===== src/rtl/segrun_pkg.sv =====
// Shared types and constants for the segment-runner game logic.
package segrun_pkg;

    typedef enum logic [1:0] {IDLE, PLAY, OVER} state_e;

    localparam int unsigned NUM_COLS   = 6;
    localparam int unsigned PLAYER_COL = 4;
    localparam int unsigned SCORE_W    = 14;
    localparam logic [SCORE_W-1:0] SCORE_MAX = 14'd9999;

    function automatic logic [SCORE_W-1:0] score_inc(input logic [SCORE_W-1:0] s);
        return (s >= SCORE_MAX) ? SCORE_MAX : s + 14'd1;
    endfunction

endpackage


===== src/rtl/track_engine_if.sv =====
// Button inputs and game-state outputs between the engine and its neighbours.
interface track_engine_if;
    import segrun_pkg::*;

    logic                loggedIn;
    logic                startBtn;
    logic                flipBtn;
    logic [NUM_COLS-1:0] ceilingBits;
    logic [NUM_COLS-1:0] floorBits;
    logic                playerPos;
    logic [SCORE_W-1:0]  score;
    logic                showScore;

    modport master (
        input  loggedIn, startBtn, flipBtn,
        output ceilingBits, floorBits, playerPos, score, showScore
    );

    modport slave (
        output loggedIn, startBtn, flipBtn,
        input  ceilingBits, floorBits, playerPos, score, showScore
    );

endinterface


===== src/rtl/lfsr8.sv =====
// Free-running 8-bit Fibonacci LFSR, x^8+x^6+x^5+x^4+1; a nonzero seed never reaches zero.
module lfsr8 #(
    parameter logic [7:0] SEED = 8'hA5
) (
    input  logic       clk,
    input  logic       rst,
    output logic [7:0] state
);

    logic [7:0] state_q;

    always_ff @(posedge clk) begin
        if (rst) begin
            state_q <= SEED;
        end else begin
            state_q <= {state_q[6:0], state_q[7] ^ state_q[5] ^ state_q[4] ^ state_q[3]};
        end
    end

    assign state = state_q;

endmodule


===== src/rtl/track_engine.sv =====
// Segment-runner game state: scrolling obstacle field, player side, collision and score.
module track_engine
    import segrun_pkg::*;
#(
    parameter int unsigned TICK_DIV  = 25_000_000,
    parameter logic [7:0]  LFSR_SEED = 8'hA5
) (
    input logic           clk,
    input logic           rst,
    track_engine_if.master bus
);

    localparam int unsigned CNT_W = (TICK_DIV > 1) ? $clog2(TICK_DIV) : 1;
    localparam logic [CNT_W-1:0] CNT_LAST = CNT_W'(TICK_DIV - 1);

    state_e              state_q, state_d;
    logic [NUM_COLS-1:0] ceil_q, ceil_d, floor_q, floor_d;
    logic                player_q, player_d;
    logic [SCORE_W-1:0]  score_q, score_d;
    logic                show_q, show_d;
    logic [CNT_W-1:0]    cnt_q, cnt_d;
    logic                start_q, flip_q;
    logic [7:0]          lfsr_state;
    logic                unused_lfsr;

    logic start_edge, flip_edge, tick, new_c, new_f, hit;

    lfsr8 #(
        .SEED (LFSR_SEED)
    ) u_lfsr (
        .clk   (clk),
        .rst   (rst),
        .state (lfsr_state)
    );

    assign unused_lfsr = ^lfsr_state[7:2];
    assign start_edge  = bus.startBtn & ~start_q;
    assign flip_edge   = bus.flipBtn & ~flip_q;

    always_comb begin
        state_d  = state_q;
        ceil_d   = ceil_q;
        floor_d  = floor_q;
        player_d = player_q;
        score_d  = score_q;
        show_d   = show_q;
        cnt_d    = cnt_q;
        tick     = 1'b0;
        new_c    = 1'b0;
        new_f    = 1'b0;
        hit      = 1'b0;

        if (!bus.loggedIn) begin
            state_d  = IDLE;
            ceil_d   = '0;
            floor_d  = '0;
            player_d = 1'b0;
            show_d   = 1'b0;
            cnt_d    = '0;
        end else begin
            case (state_q)
                IDLE, OVER: begin
                    if (start_edge) begin
                        state_d  = PLAY;
                        ceil_d   = '0;
                        floor_d  = '0;
                        player_d = 1'b0;
                        score_d  = '0;
                        show_d   = 1'b0;
                        cnt_d    = '0;
                    end
                end
                PLAY: begin
                    // Flip lands before the shift so a same-cycle flip can dodge.
                    player_d = player_q ^ flip_edge;
                    tick     = (cnt_q == CNT_LAST);
                    cnt_d    = tick ? '0 : cnt_q + CNT_W'(1);
                    if (tick) begin
                        // A column after any obstacle is always empty, keeping a path open.
                        if (!(ceil_q[0] | floor_q[0])) begin
                            new_f = (lfsr_state[1:0] == 2'b01);
                            new_c = (lfsr_state[1:0] == 2'b10);
                        end
                        ceil_d  = {ceil_q[NUM_COLS-2:0], new_c};
                        floor_d = {floor_q[NUM_COLS-2:0], new_f};
                    end
                    hit = player_d ? ceil_d[PLAYER_COL] : floor_d[PLAYER_COL];
                    if (hit) begin
                        state_d = OVER;
                        show_d  = 1'b1;
                    end else if (tick) begin
                        score_d = score_inc(score_q);
                    end
                end
                default: state_d = IDLE;
            endcase
        end
    end

    always_ff @(posedge clk) begin
        if (rst) begin
            state_q  <= IDLE;
            ceil_q   <= '0;
            floor_q  <= '0;
            player_q <= 1'b0;
            score_q  <= '0;
            show_q   <= 1'b0;
            cnt_q    <= '0;
            start_q  <= 1'b0;
            flip_q   <= 1'b0;
        end else begin
            state_q  <= state_d;
            ceil_q   <= ceil_d;
            floor_q  <= floor_d;
            player_q <= player_d;
            score_q  <= score_d;
            show_q   <= show_d;
            cnt_q    <= cnt_d;
            start_q  <= bus.startBtn;
            flip_q   <= bus.flipBtn;
        end
    end

    assign bus.ceilingBits = ceil_q;
    assign bus.floorBits   = floor_q;
    assign bus.playerPos   = player_q;
    assign bus.score       = score_q;
    assign bus.showScore   = show_q;

endmodule


===== src/flat_wrapper.sv =====
// flat-port wrapper written by rule: the top's interface ports become plain ports
module track_engine_flat import segrun_pkg::*;
#(
    parameter int unsigned TICK_DIV  = 25_000_000,
    parameter logic [7:0]  LFSR_SEED = 8'hA5
)
  (clk, rst, bus_loggedIn, bus_startBtn, bus_flipBtn, bus_ceilingBits, bus_floorBits, bus_playerPos, bus_score, bus_showScore);
  track_engine_if bus_i ();
  input logic clk;
  input logic rst;
  input wire logic [$bits(bus_i.loggedIn)-1:0] bus_loggedIn;
  input wire logic [$bits(bus_i.startBtn)-1:0] bus_startBtn;
  input wire logic [$bits(bus_i.flipBtn)-1:0] bus_flipBtn;
  output wire logic [$bits(bus_i.ceilingBits)-1:0] bus_ceilingBits;
  output wire logic [$bits(bus_i.floorBits)-1:0] bus_floorBits;
  output wire logic [$bits(bus_i.playerPos)-1:0] bus_playerPos;
  output wire logic [$bits(bus_i.score)-1:0] bus_score;
  output wire logic [$bits(bus_i.showScore)-1:0] bus_showScore;
  assign bus_i.loggedIn = bus_loggedIn;
  assign bus_i.startBtn = bus_startBtn;
  assign bus_i.flipBtn = bus_flipBtn;
  assign bus_ceilingBits = bus_i.ceilingBits;
  assign bus_floorBits = bus_i.floorBits;
  assign bus_playerPos = bus_i.playerPos;
  assign bus_score = bus_i.score;
  assign bus_showScore = bus_i.showScore;
  track_engine #(.TICK_DIV(TICK_DIV), .LFSR_SEED(LFSR_SEED)) u_core (.clk(clk), .rst(rst), .bus(bus_i));
endmodule

===== config.mk =====
export PLATFORM = sky130hd
export DESIGN_NAME = track_engine_flat
export DESIGN_NICKNAME = d
export VERILOG_FILES = /design/src/rtl/segrun_pkg.sv /design/src/rtl/track_engine_if.sv /design/src/rtl/lfsr8.sv /design/src/rtl/track_engine.sv /design/src/flat_wrapper.sv
export SDC_FILE = /design/constraint.sdc
export NUM_CORES = 1
export LEC_CHECK = 0
export CAP_MARGIN = 20
export CORE_ASPECT_RATIO = 1.1
export CORE_UTILIZATION = 55
export DETAILED_ROUTE_END_ITERATION = 8
export PLACE_DENSITY = 0.89
export SYNTH_ARGS = -nofsm -noshare
export SYNTH_HDL_FRONTEND = slang
export SYNTH_SLANG_ARGS = --single-unit

===== constraint.sdc =====
create_clock -name clk -period 2.8 [get_ports clk]
set_clock_uncertainty 0.05 [all_clocks]
set_input_delay 0.28 -clock clk [delete_from_list [all_inputs] [get_ports clk]]
set_output_delay 0.28 -clock clk [all_outputs]
set_load 0.01 [all_outputs]

== Word-level counts from Yosys, hierarchy flattened ==
Index checks and enable logic that the tools add are counted.
Word-level totals
  bits in latches: 0
  memories: 0
  word-level logic and storage cells: 71
  bits in registers: 65
  bits in read-only memories: 0
  bits in writable memories: 0
Cells by class
  shift operators: 0
  equality and inequality tests: 10
  $mul: 0
  reductions and logical operators: 9
  $add $sub $neg: 2
  $lt $le $gt $ge: 1
  bitwise gates (word level): 10
  multiplexer cells: 27
  div/mod/pow operators: 0
Operators by type and width (count)
  14-bit 2-to-1 mux: 4
  25-bit 2-to-1 mux: 2
  25-bit case mux with 2 select lines: 1
  6-bit 2-to-1 mux: 7
  14-bit case mux with 2 select lines: 1
  25-bit by 1-bit adder with 25-bit output, second input constant: 1
  25-bit equality test, second input constant: 1
  6-bit case mux with 2 select lines: 2
  14-bit by 1-bit adder with 14-bit output, second input constant: 1
  14-bit greater-or-equal comparator, second input constant: 1
  2-bit by 1-bit != test with 1-bit output, second input constant: 3
  3-bit AND reduction: 2
  1-bit 2-to-1 mux: 5
  5-bit AND reduction: 1
  2-bit by 1-bit equality test with 1-bit output, second input constant: 2
  2-bit equality test, second input constant: 2
  2-bit 2-to-1 mux: 2
  1-bit case mux with 2 select lines: 2
  2-bit case mux with 2 select lines: 1
  2-bit AND reduction: 2
  2-bit OR reduction: 2
  1-bit bitwise XOR: 4
  3-bit by 2-bit != test with 1-bit output, second input constant: 1
  1-bit inverter: 3
  other kinds (5): 6

== Logic depth before layout (Yosys ltp) ==
  depth in word-level cells: 8
  mapped depth: 8

== Hierarchy ==
A second synthesis with hierarchy kept.
Second synthesis, totals
  cell total of the unflattened synthesis: 362
  area, all modules: 3145.5 um^2
By module, submodules not included
  track_engine: instances 1, area each 2909.0 um^2, cells each 343
  lfsr8: instances 1, area each 236.5 um^2, cells each 19

== Worst setup path after synthesis ==
No wires, ideal clock.
  kind: reg2reg
  from: register u_core.cnt_q[0]
  to: register u_core.score_q[5], in the netlist u_core.bus.score[5]
  setup time: 0.070 ns
  arrival time: 2.047 ns
  slack: 0.632 ns
  required time: 2.680 ns
  stages on the path, launching flop included: 8
  buffers on the path: 0
  clock period less this slack: 2.168 ns
  cells stage by stage: dfxtp_1 > ha_1 > and3_1 > nand4_2 > nor4_4 > a31oi_2 > or4_1 > a21oi_1
Between the ends
  word-level cells in the longest chain between the ends: 7
Ends and longest elaborated chain
  start, declared: line track_engine.sv:21  | logic [CNT_W-1:0] cnt_q, cnt_d;
  start signal, assigned: line track_engine.sv:118  | cnt_q <= cnt_d;
  25-bit equality test (*): line track_engine.sv:76  | tick = (cnt_q == CNT_LAST);
  6-bit 2-to-1 mux: line track_engine.sv:78  | if (tick) begin
  6-bit 2-to-1 mux: line track_engine.sv:61  | case (state_q)
  6-bit 2-to-1 mux: line track_engine.sv:53  | if (!bus.loggedIn) begin
  1-bit 2-to-1 mux: line track_engine.sv:87  | hit = player_d ? ceil_d[PLAYER_COL] : floor_d[PLAYER_COL];
  2-bit != test (no source line)
  5-bit AND reduction (no source line) (*)
  end signal, assigned: line track_engine.sv:116  | score_q <= score_d;
  end, declared: line track_engine.sv:19  | logic [SCORE_W-1:0] score_q, score_d;
Mark *: on every way between the ends. The rest lies on a longest branch, timed or not. The select of a mux whose other input is x is not followed.
A chain may end at the register's enable or synchronous reset.

== Final worst setup path ==
  from: register u_core.cnt_q[0]
  to: register u_core.floor_q[2], in the netlist u_core.bus.floorBits[2]
Between the ends
  word-level cells in the longest chain between the ends: 3
Ends and longest elaborated chain
  25-bit equality test: line track_engine.sv:76
  3-bit by 2-bit != test with 1-bit output (no source line)
  3-bit AND reduction (no source line)
  end signal, assigned: line track_engine.sv:114  | floor_q <= floor_d;
  end, declared: line track_engine.sv:17  | logic [NUM_COLS-1:0] ceil_q, ceil_d, floor_q, floor_d;
No other way between the ends.

==> qor.txt <==
HP Start: u_core.u_lfsr.state[6]
Hold Fails Final Rpt: 0
Layout cells sized above 1: 0.101
Filler cells: 444
CTS clk-pin slew, worst paths: 70 ps
Global placement routability congestion: 0.944
NumNets Final: 408
Async SR Flop Fraction: 0
P&R area growth vs syn: 18.1%
Post-cts resize count: 0
Cts-stage hold buffer count: 0
Commonest non-fill, non-tap cell in the layout: dfxtp_1
CTS tree: done
Synth top area share: 0.416
Power per Cell Area: 468 nW/um^2
Post-DP Area: 3530 um^2
Worst path bufs/invs: 0
Yosys top cell by area: dfxtp_1
# IOs: 33
Critical-path cell list: ha_1 -> and3_1 -> nand4_1 -> o21ai_1 -> a21oi_1 -> a22o_1
CP Data Required Time: 2980 ps
Max stage delay on crit path: 530 ps
Multi-input logic area: 1720 um^2
Synth cell types: 55
Warnings, synthesis: 0
Port bufs: 32
#FFs+latches synth: 65
Worst reg2reg endpoint: u_core.bus.floorBits[2]
Crit path DAT: 2650 ps
Tcrit/Tclk final: 0.883
Peak supply drop: 0.000346 V
Detail Route Antenna Nets: 0
Die area: 5990 um^2
CP endpoint kind: register
Synth Area per Inst: 8.50 um^2
Synth Net Count: 375
Power share of the clock group: 0.387
H-tree depth: 3
Detailed-route wire length per cell: 15.6 um
Grt ovf: 0
Setup TNS Final: 0 ps
Net Sw Frac: 0.253
Post-DP HPWL: 5080 um
Crit-path slowest cell: o21ai_1
# rows: 28
Clk sinks: 65
Most frequent cells in the layout: dfxtp_1, nand2_1, a21oi_1, clkdlybuf4s50_1, nor2_1
Crit Path Category: register to register
R2R setup slack: 330 ps
Initial antenna violation count: 0
Vias in the first global route: 2,746
Slew HR: 0.519
# diodes: 0
Root Buffer: clkbuf_8
Unrepaired setup endpoints after global routing: no
Max-Cap Viols: 0
Chip Width: 73.9 um
CTS Buffer Depth: 2
Top delay family on crit path: compound AO/OA/AOI/OAI gates
Via density: 6.22
Synth top area cells: dfxtp_1, a21oi_1, nand2_1
Largest net degree at the start of global routing: 29
Routed wire length: 7520 um
Clk Latency, worst-skew pair: 340 ps
Int Pwr: 1.29 mW
Pins over their slew limit: 0
Max Clock Freq: 404 MHz
Seq. cell area: 1300 um^2
Top_reg_cell synth: dfxtp_1
Gate power share: 0.065
Setup violations, final: 0
Fin crit period: 2470 ps
Total number of vias: 2,994
First-pass DRT Iterations: 5
WHS Path Cells: 1
Post-synth EDFFs: 0
Hold path endpoint: u_core.u_lfsr.state[7]
Initial core utilization: 0.576
Drt drc: 0
WHS: 382 ps
Seq pwr share: 0.547
Post-synthesis instance total: 368
Leakage: 1.20 nW
First DRT Iteration DRCs: 200
First-pass GRT wire length: 12,500 um
Worst Hold Class: register to register
Worst-margin pin slew: 721 ps
Worst R2R Path Depth: 6
Startpoint Class: register
Register area share after synthesis: 0.416
Clock buffer count from CTS: 9
Core box area: 5430 um^2
Status: complete, no violations
Die height: 81.1 um
Net Sw Power: 0.438 mW
All-Layer GR Usage: 0.273
Crit path max fanout: 10
Post-CTS Setup Bufs: 0
Cell Area, Synth: 3130 um^2
Post-route cell area: 3690 um^2
Worst r2r src: u_core.cnt_q[0]
[layer usage]
layer,part of all wire,GRT usage,routed length [um],vias to the layer above
met4,0.021,0.115,159,0
li1,-,-,-,1439
met2,0.49,0.433,3670,103
met5,0,0,0,-
met3,0.056,0.0918,425,18
met1,0.43,0.335,3270,1434
[how the worst max path moves through the flow]
stage / start / slack (ps) / cells past startpoint / endpoint
final: u_core.cnt_q[0] / 330 / 6 / u_core.bus.floorBits[2]
after CTS: u_core.cnt_q[0] / 350 / 6 / u_core.bus.floorBits[2]
after detailed placement: bus_flipBtn / 170 / 7 / u_core.bus.score[5]
after global routing: u_core.cnt_q[0] / 160 / 6 / u_core.bus.floorBits[2]
after floorplan: u_core.cnt_q[0] / 630 / 7 / u_core.bus.score[5]
after global placement: bus_flipBtn / 290 / 7 / u_core.bus.score[5]
[power by group through the flow]
stage	clock [mW]	sequential [mW]	combinational [mW]
after floorplan	0	0.964	0.0777
after global placement	0	0.965	0.108
after detailed placement	0	0.966	0.111
after CTS	0.677	0.946	0.112
after global routing	0.723	0.947	0.123
final	0.669	0.946	0.113
[worst register-to-register path, stage by stage (launching register included)]
cell and delay (ps):
dfxtp_1 390, ha_1 240, and3_1 250, nand4_1 210, o21ai_1 530, a21oi_1 370, a22o_1 320
[layout make-up]
| cell class | count | share of cell area |
|---|---|---|
| timing repair buffer | 42 | 0.107 |
| clock inverter | 7 | 0.0102 |
| sequential | 65 | 0.352 |
| tap | 75 | 0.0254 |
| clock buffer | 9 | 0.0335 |
| multi-input combinational | 278 | 0.466 |
| inverter | 5 | 0.00508 |
[synthesized netlist by cell type, types with 7 or more instances]
cell type / count
dfxtp_1: 65
nand2_1: 40
a21oi_1: 33
nor2_1: 30
o21ai_0: 19
clkbuf_1: 16
a311oi_1: 11
nand3_1: 10
nand4_1: 9
nor2b_1: 9
a22o_1: 8
a31oi_1: 8
nand2b_1: 8
nor3_1: 8
and3_1: 7
[per-stage QoR]
stage	std cells	power (mW)	worst slack, ps	utilization
6_report	481	1.73	326	0.680
5_1_grt	481	1.79	161	0.680
4_1_cts	481	1.73	348	0.680
3_5_place_dp	465	1.08	166	0.650
3_3_place_gp	465	1.07	289	0.650
2_1_floorplan	368	1.04	632	-
[flip-flops by register name, indices dropped and copies added, names as in the netlist]
signal and count:
u_core.state_q 2, u_core.start_q 1, u_core.bus.showScore 1, u_core.flip_q 1
u_core.bus.score 14, u_core.bus.ceilingBits 6, u_core.u_lfsr.state 8, u_core.bus.floorBits 6
u_core.cnt_q 25, u_core.bus.playerPos 1
[logic make-up after synthesis]
family	after synthesis	share of synthesized area
AO/OA/AOI/OAI	111	0.239
XOR/XNOR	4	0.0112
multiplexers	3	0.00960
AND/OR/NAND/NOR	158	0.283
flip-flops	65	0.416
buffers and inverters	25	0.0332
adder cells (fa/ha/maj)	2	0.00800
Note: power is estimated with default switching activity, not from simulation.
